## src/rtl/uart_stream_bridge.sv

```systemverilog
// uart_stream_bridge: polls a memory-mapped UART over a single-cycle register bus,
// moving bytes between a one-byte TX holding register and a small RX FIFO.
module uart_stream_bridge #(
  parameter int POLL_GAP = 4,
  parameter int RXDEPTH  = 4
) (
  input  logic        CLK,
  input  logic        RESN,
  output logic        RD,
  output logic        WR,
  output logic [3:0]  BE,
  output logic [31:0] DATAO,
  input  logic [31:0] DATAI,
  input  logic        IRQ,
  input  logic        TX_VALID,
  input  logic [7:0]  TX_DATA,
  output logic        TX_READY,
  output logic        RX_VALID,
  output logic [7:0]  RX_DATA,
  input  logic        RX_READY
);
  localparam int AW = $clog2(RXDEPTH);
  localparam int CW = AW + 1;
  localparam logic [7:0] GAP_LOAD = 8'(POLL_GAP);

  typedef enum logic [1:0] {GAP, POLL, RXRD, TXWR} state_t;

  state_t          state, state_nx;
  logic [7:0]      gap_cnt, gap_nx;
  logic            hold_full;
  logic [7:0]      hold_byte;
  logic [7:0]      mem [RXDEPTH];
  logic [AW-1:0]   wr_ptr, rd_ptr;
  logic [CW-1:0]   count;
  logic            fifo_full, push, pop;

  // Baud timer and unused status bits are deliberately ignored.
  logic unused_datai;
  assign unused_datai = ^{DATAI[31:16], DATAI[7:2]};

  assign fifo_full = (count == CW'(RXDEPTH));
  assign push      = (state == RXRD);
  assign pop       = RX_VALID && RX_READY;

  assign TX_READY  = !hold_full;
  assign RX_VALID  = (count != '0);
  assign RX_DATA   = RX_VALID ? mem[rd_ptr] : 8'h00;

  // Bus strobes decode straight from the state so reset clears them asynchronously.
  always_comb begin
    RD    = 1'b0;
    WR    = 1'b0;
    BE    = 4'b0000;
    DATAO = 32'h0;
    case (state)
      POLL: begin RD = 1'b1; BE = 4'b0001; end
      RXRD: begin RD = 1'b1; BE = 4'b0010; end
      TXWR: begin WR = 1'b1; BE = 4'b0010; DATAO = {16'h0, hold_byte, 8'h00}; end
      default: ;
    endcase
  end

  // Next state: RX drain has priority over TX so the UART receiver empties first.
  always_comb begin
    state_nx = state;
    gap_nx   = gap_cnt;
    case (state)
      GAP: begin
        if (gap_cnt == 8'd0 || IRQ) state_nx = POLL;
        else                        gap_nx   = gap_cnt - 8'd1;
      end
      POLL: begin
        if (DATAI[1] && !fifo_full)      state_nx = RXRD;
        else if (!DATAI[0] && hold_full) state_nx = TXWR;
        else begin
          state_nx = GAP;
          gap_nx   = GAP_LOAD;
        end
      end
      default: begin
        state_nx = GAP;
        gap_nx   = GAP_LOAD;
      end
    endcase
  end

  // FSM and gap counter registers.
  always_ff @(posedge CLK or negedge RESN) begin
    if (!RESN) begin
      state   <= GAP;
      gap_cnt <= GAP_LOAD;
    end else begin
      state   <= state_nx;
      gap_cnt <= gap_nx;
    end
  end

  // TX holding register: cleared by the write access, refilled only while empty.
  always_ff @(posedge CLK or negedge RESN) begin
    if (!RESN) begin
      hold_full <= 1'b0;
      hold_byte <= 8'h00;
    end else if (state == TXWR) begin
      hold_full <= 1'b0;
    end else if (TX_VALID && !hold_full) begin
      hold_full <= 1'b1;
      hold_byte <= TX_DATA;
    end
  end

  // RX FIFO pointers and occupancy; push and pop in the same cycle cancel in count.
  always_ff @(posedge CLK or negedge RESN) begin
    if (!RESN) begin
      wr_ptr <= '0;
      rd_ptr <= '0;
      count  <= '0;
    end else begin
      if (push) wr_ptr <= wr_ptr + AW'(1);
      if (pop)  rd_ptr <= rd_ptr + AW'(1);
      count <= count + CW'(push) - CW'(pop);
    end
  end

  // RX FIFO storage; contents are masked by RX_VALID so no reset is needed.
  always_ff @(posedge CLK) begin
    if (push) mem[wr_ptr] <= DATAI[15:8];
  end
endmodule

```

## config.mk

```make
export PLATFORM = sky130hd
export DESIGN_NAME = uart_stream_bridge
export DESIGN_NICKNAME = d
export VERILOG_FILES = /design/src/rtl/uart_stream_bridge.sv
export SDC_FILE = /design/constraint.sdc
export NUM_CORES = 1
export LEC_CHECK = 0
export CAP_MARGIN = 20
export CORE_MARGIN = 2
export CORE_UTILIZATION = 45
export CTS_CLUSTER_SIZE = 14
export DETAILED_ROUTE_END_ITERATION = 16
export PLACE_DENSITY = 0.78
export SKIP_CTS_REPAIR_TIMING = 1
export SYNTH_ARGS = -nofsm -noshare
export SYNTH_HDL_FRONTEND = slang
export SYNTH_SLANG_ARGS = --single-unit
```

## constraint.sdc

```tcl
create_clock -name CLK -period 5.7 [get_ports CLK]
set_input_delay 1.71 -clock CLK [delete_from_list [all_inputs] [get_ports CLK]]
set_output_delay 1.71 -clock CLK [all_outputs]
set_load 0.02 [all_outputs]
```

# Yosys cells after proc, flatten, opt, wreduce, memory -nomap -nowiden
# Memories as Yosys holds them, arrays and structs flattened.
# Cells that the tools add are included.
# classes
n_addsub	5
eq_ne	8
mux	17
bitwise	1
n_reduce_logical	16
# ops
op	n
8-bit two-way mux	4
16-bit two-way mux	1
8-bit one-hot mux with 2 select lines	1
8-bit zero test	1
2-bit != test, second input constant	4
2-bit one-hot mux with 2 select lines	2
8-bit by 1-bit subtractor with 8-bit output, second input constant	1
1-bit two-way mux	6
2-bit two-way mux	3
2-bit by 1-bit adder with 2-bit output, second input constant	2
2-bit equality test, second input constant	2
1-bit logical AND	4
2-bit OR reduction	2
3-bit by 1-bit adder with 3-bit output	1
3-bit equality test, second input constant	1
1-bit zero test	3
3-bit AND reduction	1
3-bit nonzero test	1
3-bit by 1-bit subtractor with 3-bit output	1
2-bit by 1-bit equality test with 1-bit output, second input constant	1
2-bit zero test	1
2-bit AND reduction	1
2-bit nonzero test	1
1-bit logical OR	1
1-bit inverter	1
# word_totals
reg_bits	26
ram_bits	32
inputBits	45
out_inout_bits	48
memories	1
# mem_list
name	depth	word_bits	rd	rd_clocked_by_memory_dff	wr	line	source
mem	4	8	1	0	1	32	logic [7:0] mem [RXDEPTH];

# Longest topological paths before layout
# Gate-level depths: netlist of run 1.
# depth
word_depth	5
mapped_depth	11
ltp_nobuf	10

# Worst setup path after synthesis of run 1
# OpenSTA, ideal clock, no wires.
# synth_path
path_type	flip-flop to output port
start	register rd_ptr[0]
end	output port RX_DATA[0]
arrival_ps	1565
required_ps	3990
setup_slack_ps	2425
path_stages_with_launch	4
path_buffers	1
path_cell_list	dfrtp_1 > clkbuf_1 > mux4_2 > and2_1
# synth_between
elab_chain_len	2
# synth_lines
element	line	source
start: declaration	33	logic [AW-1:0] wr_ptr, rd_ptr;
start signal: assignment	119	if (pop) rd_ptr <= rd_ptr + AW'(1);
memory 4 x 8 bit	n/a	
8-bit two-way mux	47	assign RX_DATA = RX_VALID ? mem[rd_ptr] : 8'h00;
end: declaration	19	output logic [7:0] RX_DATA,
# No other way between the ends.

# Worst setup path in the final report of run 1
# layout_path
start	register rd_ptr[0]
end	output port RX_DATA[2]
# The elaborated chain is that of the path after synthesis.

==> impl_metrics.json, run 1 <==
{
  "status": "completed",
  "finalHoldViolations": 0,
  "syn_area_um2": 2869,
  "die_w_um": 83.85,
  "yosys.area_share.adder_pct": 6.367,
  "synth-compound-area-share_pct": 4.754,
  "maxCapViolCount": 0,
  "core_um2": 6241,
  "grt_max_degree": 27,
  "p_int_w": 0.001140,
  "wl_um": 4870,
  "firstDrtPassIters": 4,
  "drt-vias-per-instance": 4.883,
  "fin_setup_tns_ps": 0,
  "period_needed_ps": 4020,
  "fp-row-count": 29,
  "synth-xor-area-share_pct": 1.526,
  "layout-area-overhead-vs-synth_pct": 21.81,
  "die_area_um2": 7030,
  "critPathRequiredTime_ps": 3990,
  "synth.distinct_cells": 41,
  "p_total_w": 0.001776,
  "p_leak_nw": 1.394,
  "combPwrFrac_pct": 42.0,
  "finalNetCount": 327,
  "synth-seq-area-share_pct": 56.21,
  "ant_nets": 0,
  "critPathKind": "flip-flop to primary output",
  "grt.overflow.total": 0,
  "io_buffers": 44,
  "rsz0062_at_grt": "no",
  "synthFlopType": "edfxtp_1",
  "yosysWarnings": 0,
  "syn_avg_cell_area_um2": 13.22,
  "grt_pass1_wl_um": 8010,
  "async_flop_share_pct": 44.83,
  "first_iter_violations": 47,
  "slew_headroom_pct": 49.11,
  "clock-sinks": 58,
  "gp_congestion": 0.8212,
  "finClkSkew_ps": 7.381,
  "tightestPinTransition_ps": 753.5,
  "cts_inserted_buffers": 9,
  "synthCells": 217,
  "first_global_vias": 1738,
  "synth_top_family_by_area": "simple AND/OR/NAND/NOR gates",
  "seqPwrFrac_pct": 37.6,
  "arrival_ps": 2310,
  "hp-class": "flip-flop to flip-flop",
  "critPathMaxFanout": 10,
  "root_buffer": "clkbuf_8",
  "final_common_cell": "clkdlybuf4s50_1",
  "pin_count": 93,
  "synth_edf_count": 32,
  "drc_errors": 0,
  "grt_antenna_before_repair": 0,
  "finalMaxSlewViolations": 0,
  "period_share_pct": 70.52,
  "drive_gt1_share_pct": 13.92,
  "grt_use_total_pct": 14.72,
  "final-instance-count-excl-fill": 350,
  "die_h_um": 83.85,
  "clk_latency_ps": 330,
  "wl_per_cell_um": 13.91,
  "synth_simple_gate_area_share_pct": 11.21,
  "p_sw_w": 0.0006365,
  "vdd_ir_drop_max_uv": 323.5,
  "final_cell_mix": "44 x clkdlybuf4s50_1, 32 x edfxtp_1, 26 x conb_1, 25 x dfrtp_1, 21 x and2_1",
  "fmax_mhz": 248.8,
  "tritoncts": "built",
  "vias": 1709,
  "start_util_pct": 45.97,
  "htree_levels": 3,
  "place_inst": 334,
  "synthMuxAreaShare_pct": 10.47,
  "path_clk_slew_ps": 70,
  "sw_frac_of_total_pct": 35.83,
  "setup.worst_path.start_class": "flip-flop",
  "antenna_cells": 0,
  "power_per_cell_area_nw_per_um2": 508.3,
  "ys_seq_elements": 58,
  "fillers": 511,
  "clkPwrFrac_pct": 20.4,
  "critical_path.endpoint_type": "primary output",
  "final-setup-viol-count": 0,
  "cts_buffer_depth": 2,
  "dp_hpwl_um": 3513
}
## critical path, cell delays in order, from the launching register on
cell	delay [ps]
dfrtp_1	700
mux4_2	580
and2_1	170
clkdlybuf4s50_1	530
## Yosys cell counts, drive strengths merged, types with 2 or more instances
| cell type | number | share of area, % |
|---|---|---|
| xor2 | 2 | 0.61 |
| buf | 27 | 7.0 |
| nand2 | 11 | 1.4 |
| nor3 | 2 | 0.35 |
| nand2b | 2 | 0.44 |
| inv | 13 | 1.7 |
| a21boi | 3 | 0.78 |
| mux4 | 8 | 6.3 |
| o21ai | 6 | 1.0 |
| mux2i | 3 | 1.0 |
| ha | 13 | 5.7 |
| o211ai | 3 | 0.78 |
| dfrtp | 25 | 22 |
| xnor2 | 3 | 0.92 |
| edfxtp | 32 | 33 |
| nor3b | 2 | 0.70 |
| and2 | 21 | 4.6 |
| or4 | 6 | 1.7 |
| o31ai | 3 | 0.78 |
| mux2 | 8 | 3.1 |
| clkbuf | 5 | 0.65 |
| nor2 | 6 | 0.78 |
## per-stage QoR
stage	area (um^2)	worst slack, ps	utilization (%)	hold WS [ps]
after CTS	3495	1618	55.99	499.1
final	3495	1680	55.99	500.0
after floorplan	2963	2425	-	450.8
after detailed placement	3301	1984	52.89	489.7
after global placement	3296	2010	52.81	476.7
after global routing	3495	1539	55.99	519.2
## layout make-up
type                       instances  area [um^2]  share of cell area, %
inverter                          13        48.80                  1.396
tap                               77        96.34                  2.757
clock buffer                       9        123.9                  3.545
timing repair buffer              47        460.4                  13.18
sequential                        58         1613                  46.15
multi-input combinational        139         1082                  30.97
clock inverter                     7        70.07                  2.005
## state kept, by name, summed over array words and instances (netlist names)
name / count
mem: 32
gap_cnt: 8
hold_byte: 8
count: 3
rd_ptr: 2
state: 2
wr_ptr: 2
hold_full: 1
## power groups by stage
stage | registers, W | logic, W | clock network, W
3_3_place_gp | 0.000669 | 0.000727 | 0
5_1_grt | 0.000687 | 0.000826 | 0.000388
2_1_floorplan | 0.000623 | 0.000555 | 0
6_report | 0.000667 | 0.000747 | 0.000362
3_5_place_dp | 0.000677 | 0.000752 | 0
4_1_cts | 0.000671 | 0.000756 | 0.000373
## cells by family after synthesis
| family | count (synthesis) |
|---|---|
| compound gates | 20 |
| xor+xnor | 5 |
| fa+ha+maj | 14 |
| buf+inv | 45 |
| flops | 58 |
| mux | 19 |
| other cells | 1 |
| simple gates | 55 |
## path summary, 6_finish.rpt
| path | start | to | slack (ps) | cells after the start |
|---|---|---|---|---|
| worst min-delay path | count[2] | count[2] | 500 | 1 |
| worst max register to register | count[1] | count[2] | 3220 | 9 |
| max in group asynchronous | RESN | gap_cnt[2] | 3640 | 2 |
| worst max-delay path | rd_ptr[0] | RX_DATA[2] | 1680 | 3 |
| worst min register to register | count[2] | count[2] | 500 | 1 |
| min in group asynchronous | RESN | gap_cnt[1] | 1740 | 2 |
## per-layer routing
layer	routed length [um]	vias up	global-route usage, %
li1	-	819	-
met1	2090	806	17.68
met2	2342	75	24.29
met3	351	9	4.649
met4	85	0	6.598
met5	0	-	0
No activity file was read; power rests on OpenSTA's default activity.
==> run 2: changes to the inputs <==
--- a/config.mk
+++ b/config.mk
@@ -7,10 +7,10 @@
 export LEC_CHECK = 0
 export CAP_MARGIN = 20
 export CORE_MARGIN = 2
-export CORE_UTILIZATION = 45
+export CORE_UTILIZATION = 42
 export CTS_CLUSTER_SIZE = 14
 export DETAILED_ROUTE_END_ITERATION = 16
-export PLACE_DENSITY = 0.78
+export PLACE_DENSITY = 0.77
 export SKIP_CTS_REPAIR_TIMING = 1
 export SYNTH_ARGS = -nofsm -noshare
 export SYNTH_HDL_FRONTEND = slang
==> constraint.sdc (replaced) <==
create_clock -name CLK -period 3.3 [get_ports CLK]
set_input_delay 0.99 -clock CLK [delete_from_list [all_inputs] [get_ports CLK]]
set_output_delay 0.99 -clock CLK [all_outputs]
set_load 0.02 [all_outputs]
==> run 2 against run 1 <==
Worst setup slack got worse by 1400 ps. Die area rose by 6.8%. Sequential share of layout area fell by 0.81 points. Register-to-register slack got worse by 2400 ps. Total power rose by 80%. Critical path type unchanged. Via count rose by 2.4%.
==> impl_metrics.json, run 2 (synthesized netlist as in run 1, its figures left out) <==
{
  "status": "completed",
  "place_ws_ps": 376.4,
  "drc_errors": 0,
  "p_total_w": 0.003197,
  "cts_inserted_buffers": 9,
  "vdd_ir_drop_max_uv": 499.6,
  "grt_max_degree": 27,
  "drive_gt1_share_pct": 15.22,
  "crit_start": "rd_ptr[0]",
  "rsz0062_at_grt": "no",
  "wl_met1_um": 2118,
  "pin_count": 93,
  "r2r_slack_ps": 790,
  "top_regs": "mem x32, gap_cnt x8, hold_byte x8",
  "first_iter_violations": 47,
  "tightestPinTransition_ps": 643.1,
  "antenna_cells": 0,
  "ant_nets": 0,
  "die_w_um": 86.65,
  "endpoint": "RX_DATA[7]",
  "start_util_pct": 42.70,
  "path_clk_slew_ps": 70,
  "grt.overflow.total": 0,
  "layout-area-overhead-vs-synth_pct": 23.99,
  "clock-sinks": 58,
  "top_layer": "met4",
  "grt_antenna_before_repair": 0,
  "largest_register_ffs": 32,
  "vias": 1750,
  "core_um2": 6719,
  "reg2reg_depth": 9,
  "slew_headroom_pct": 56.94,
  "finalHoldViolations": 0,
  "r2r-end": "count[2]",
  "finalNetCount": 330,
  "grt_use_total_pct": 14.41,
  "die_h_um": 86.65,
  "drt-vias-per-instance": 4.916,
  "critPathRequiredTime_ps": 2310,
  "io_buffers": 44,
  "arrival_ps": 2050,
  "p_leak_nw": 1.434,
  "clk_latency_ps": 330,
  "root_buffer": "clkbuf_8",
  "largest-register": "mem",
  "r2r_start": "count[1]",
  "fp-row-count": 30,
  "final-setup-viol-count": 0,
  "critPathMaxFanout": 5,
  "fmax_mhz": 328.9,
  "dr_wl_met3_um": 321,
  "tritoncts": "built",
  "wl_um": 4856,
  "wl_per_cell_um": 13.64,
  "grt_pass1_wl_um": 8162,
  "fin_setup_tns_ps": 0,
  "power_per_cell_area_nw_per_um2": 898.7,
  "min-delay-start": "count[2]",
  "hp-class": "flip-flop to flip-flop",
  "wl_met2_um": 2349,
  "cts_buffer_depth": 2,
  "dp_hpwl_um": 3511,
  "maxCapViolCount": 0,
  "critPathKind": "flip-flop to primary output",
  "hold_slack_ps": 495.8,
  "finalMaxSlewViolations": 0,
  "die_area_um2": 7508,
  "critical_path.endpoint_type": "primary output",
  "first_global_vias": 1750,
  "setup.worst_path.start_class": "flip-flop",
  "gp_congestion": 0.8283,
  "setup_ws_ps": 259.4,
  "htree_levels": 3,
  "final_cell_mix": "44 x clkdlybuf4s50_1, 32 x edfxtp_1, 26 x conb_1, 25 x dfrtp_1, 21 x and2_1",
  "period_share_pct": 92.14,
  "firstDrtPassIters": 4,
  "finClkSkew_ps": 6.751,
  "period_needed_ps": 3041,
  "final_common_cell": "clkdlybuf4s50_1"
}
## run 2: cell count changes in the layout (fill, tap and decap cells not counted), sizes merged
cell | before | now
clkinvlp | 3 | 0
clkinv | 3 | 5
buf | 3 | 6
bufinv | 1 | 2
## run 2: through the flow
| step | instances | utilization (%) | instance area [um^2] |
|---|---|---|---|
| 5_1_grt | 356 | 52.94 | 3557 |
| 3_3_place_gp | 340 | 49.55 | 3329 |
| 2_1_floorplan | 242 | - | 2963 |
| 6_report | 356 | 52.94 | 3557 |
| 4_1_cts | 356 | 52.94 | 3557 |
| 3_5_place_dp | 340 | 49.55 | 3329 |
## run 2: worst max-delay path: stages, from the launching register on
cell             delay [ps]
dfrtp_1                 350
buf_4                   160
mux4_2                  510
and2_1                  170
clkdlybuf4s50_1         530
## run 2: layer usage
metal	track usage, %	vias up
li1	-	825
met1	17.32	843
met2	23.71	77
met3	5.524	5
met4	5.114	0
met5	0	-
## run 2: how the worst min path moves through the flow
stage	endpoint	slack (ps)	cells after the start
floorplan	count[2]	450	1
global placement	count[2]	470	1
detailed placement	count[2]	490	1
CTS	count[2]	500	1
global route	hold_byte[0]	520	1
finish	count[2]	500	1
## run 2: power by group
| group | internal, W | switching, W |
|---|---|---|
| clock network | 0.000431 | 0.000287 |
| logic | 0.000679 | 0.000674 |
| registers | 0.000972 | 0.000154 |
| total | 0.00208 | 0.00111 |
## run 2: final cells by class
cell class                      count  area, um^2
Clock buffer                        9       123.9
Sequential cell                    58        1613
Clock inverter                      7       103.9
Inverter                           13       48.80
Timing Repair Buffer               50       485.5
Multi-Input combinational cell    139        1082
Tap cell                           80       100.1
Fill cell                         592        3162
==> run 3: changes to the inputs <==
--- a/config.mk
+++ b/config.mk
@@ -8,7 +8,7 @@
 export CAP_MARGIN = 20
 export CORE_MARGIN = 2
 export CORE_UTILIZATION = 42
-export CTS_CLUSTER_SIZE = 14
+export CTS_CLUSTER_SIZE = 30
 export DETAILED_ROUTE_END_ITERATION = 16
 export PLACE_DENSITY = 0.77
 export SKIP_CTS_REPAIR_TIMING = 1
==> results of run 3 <==
No change in the layout: final DEF, timing and power equal those of run 2.
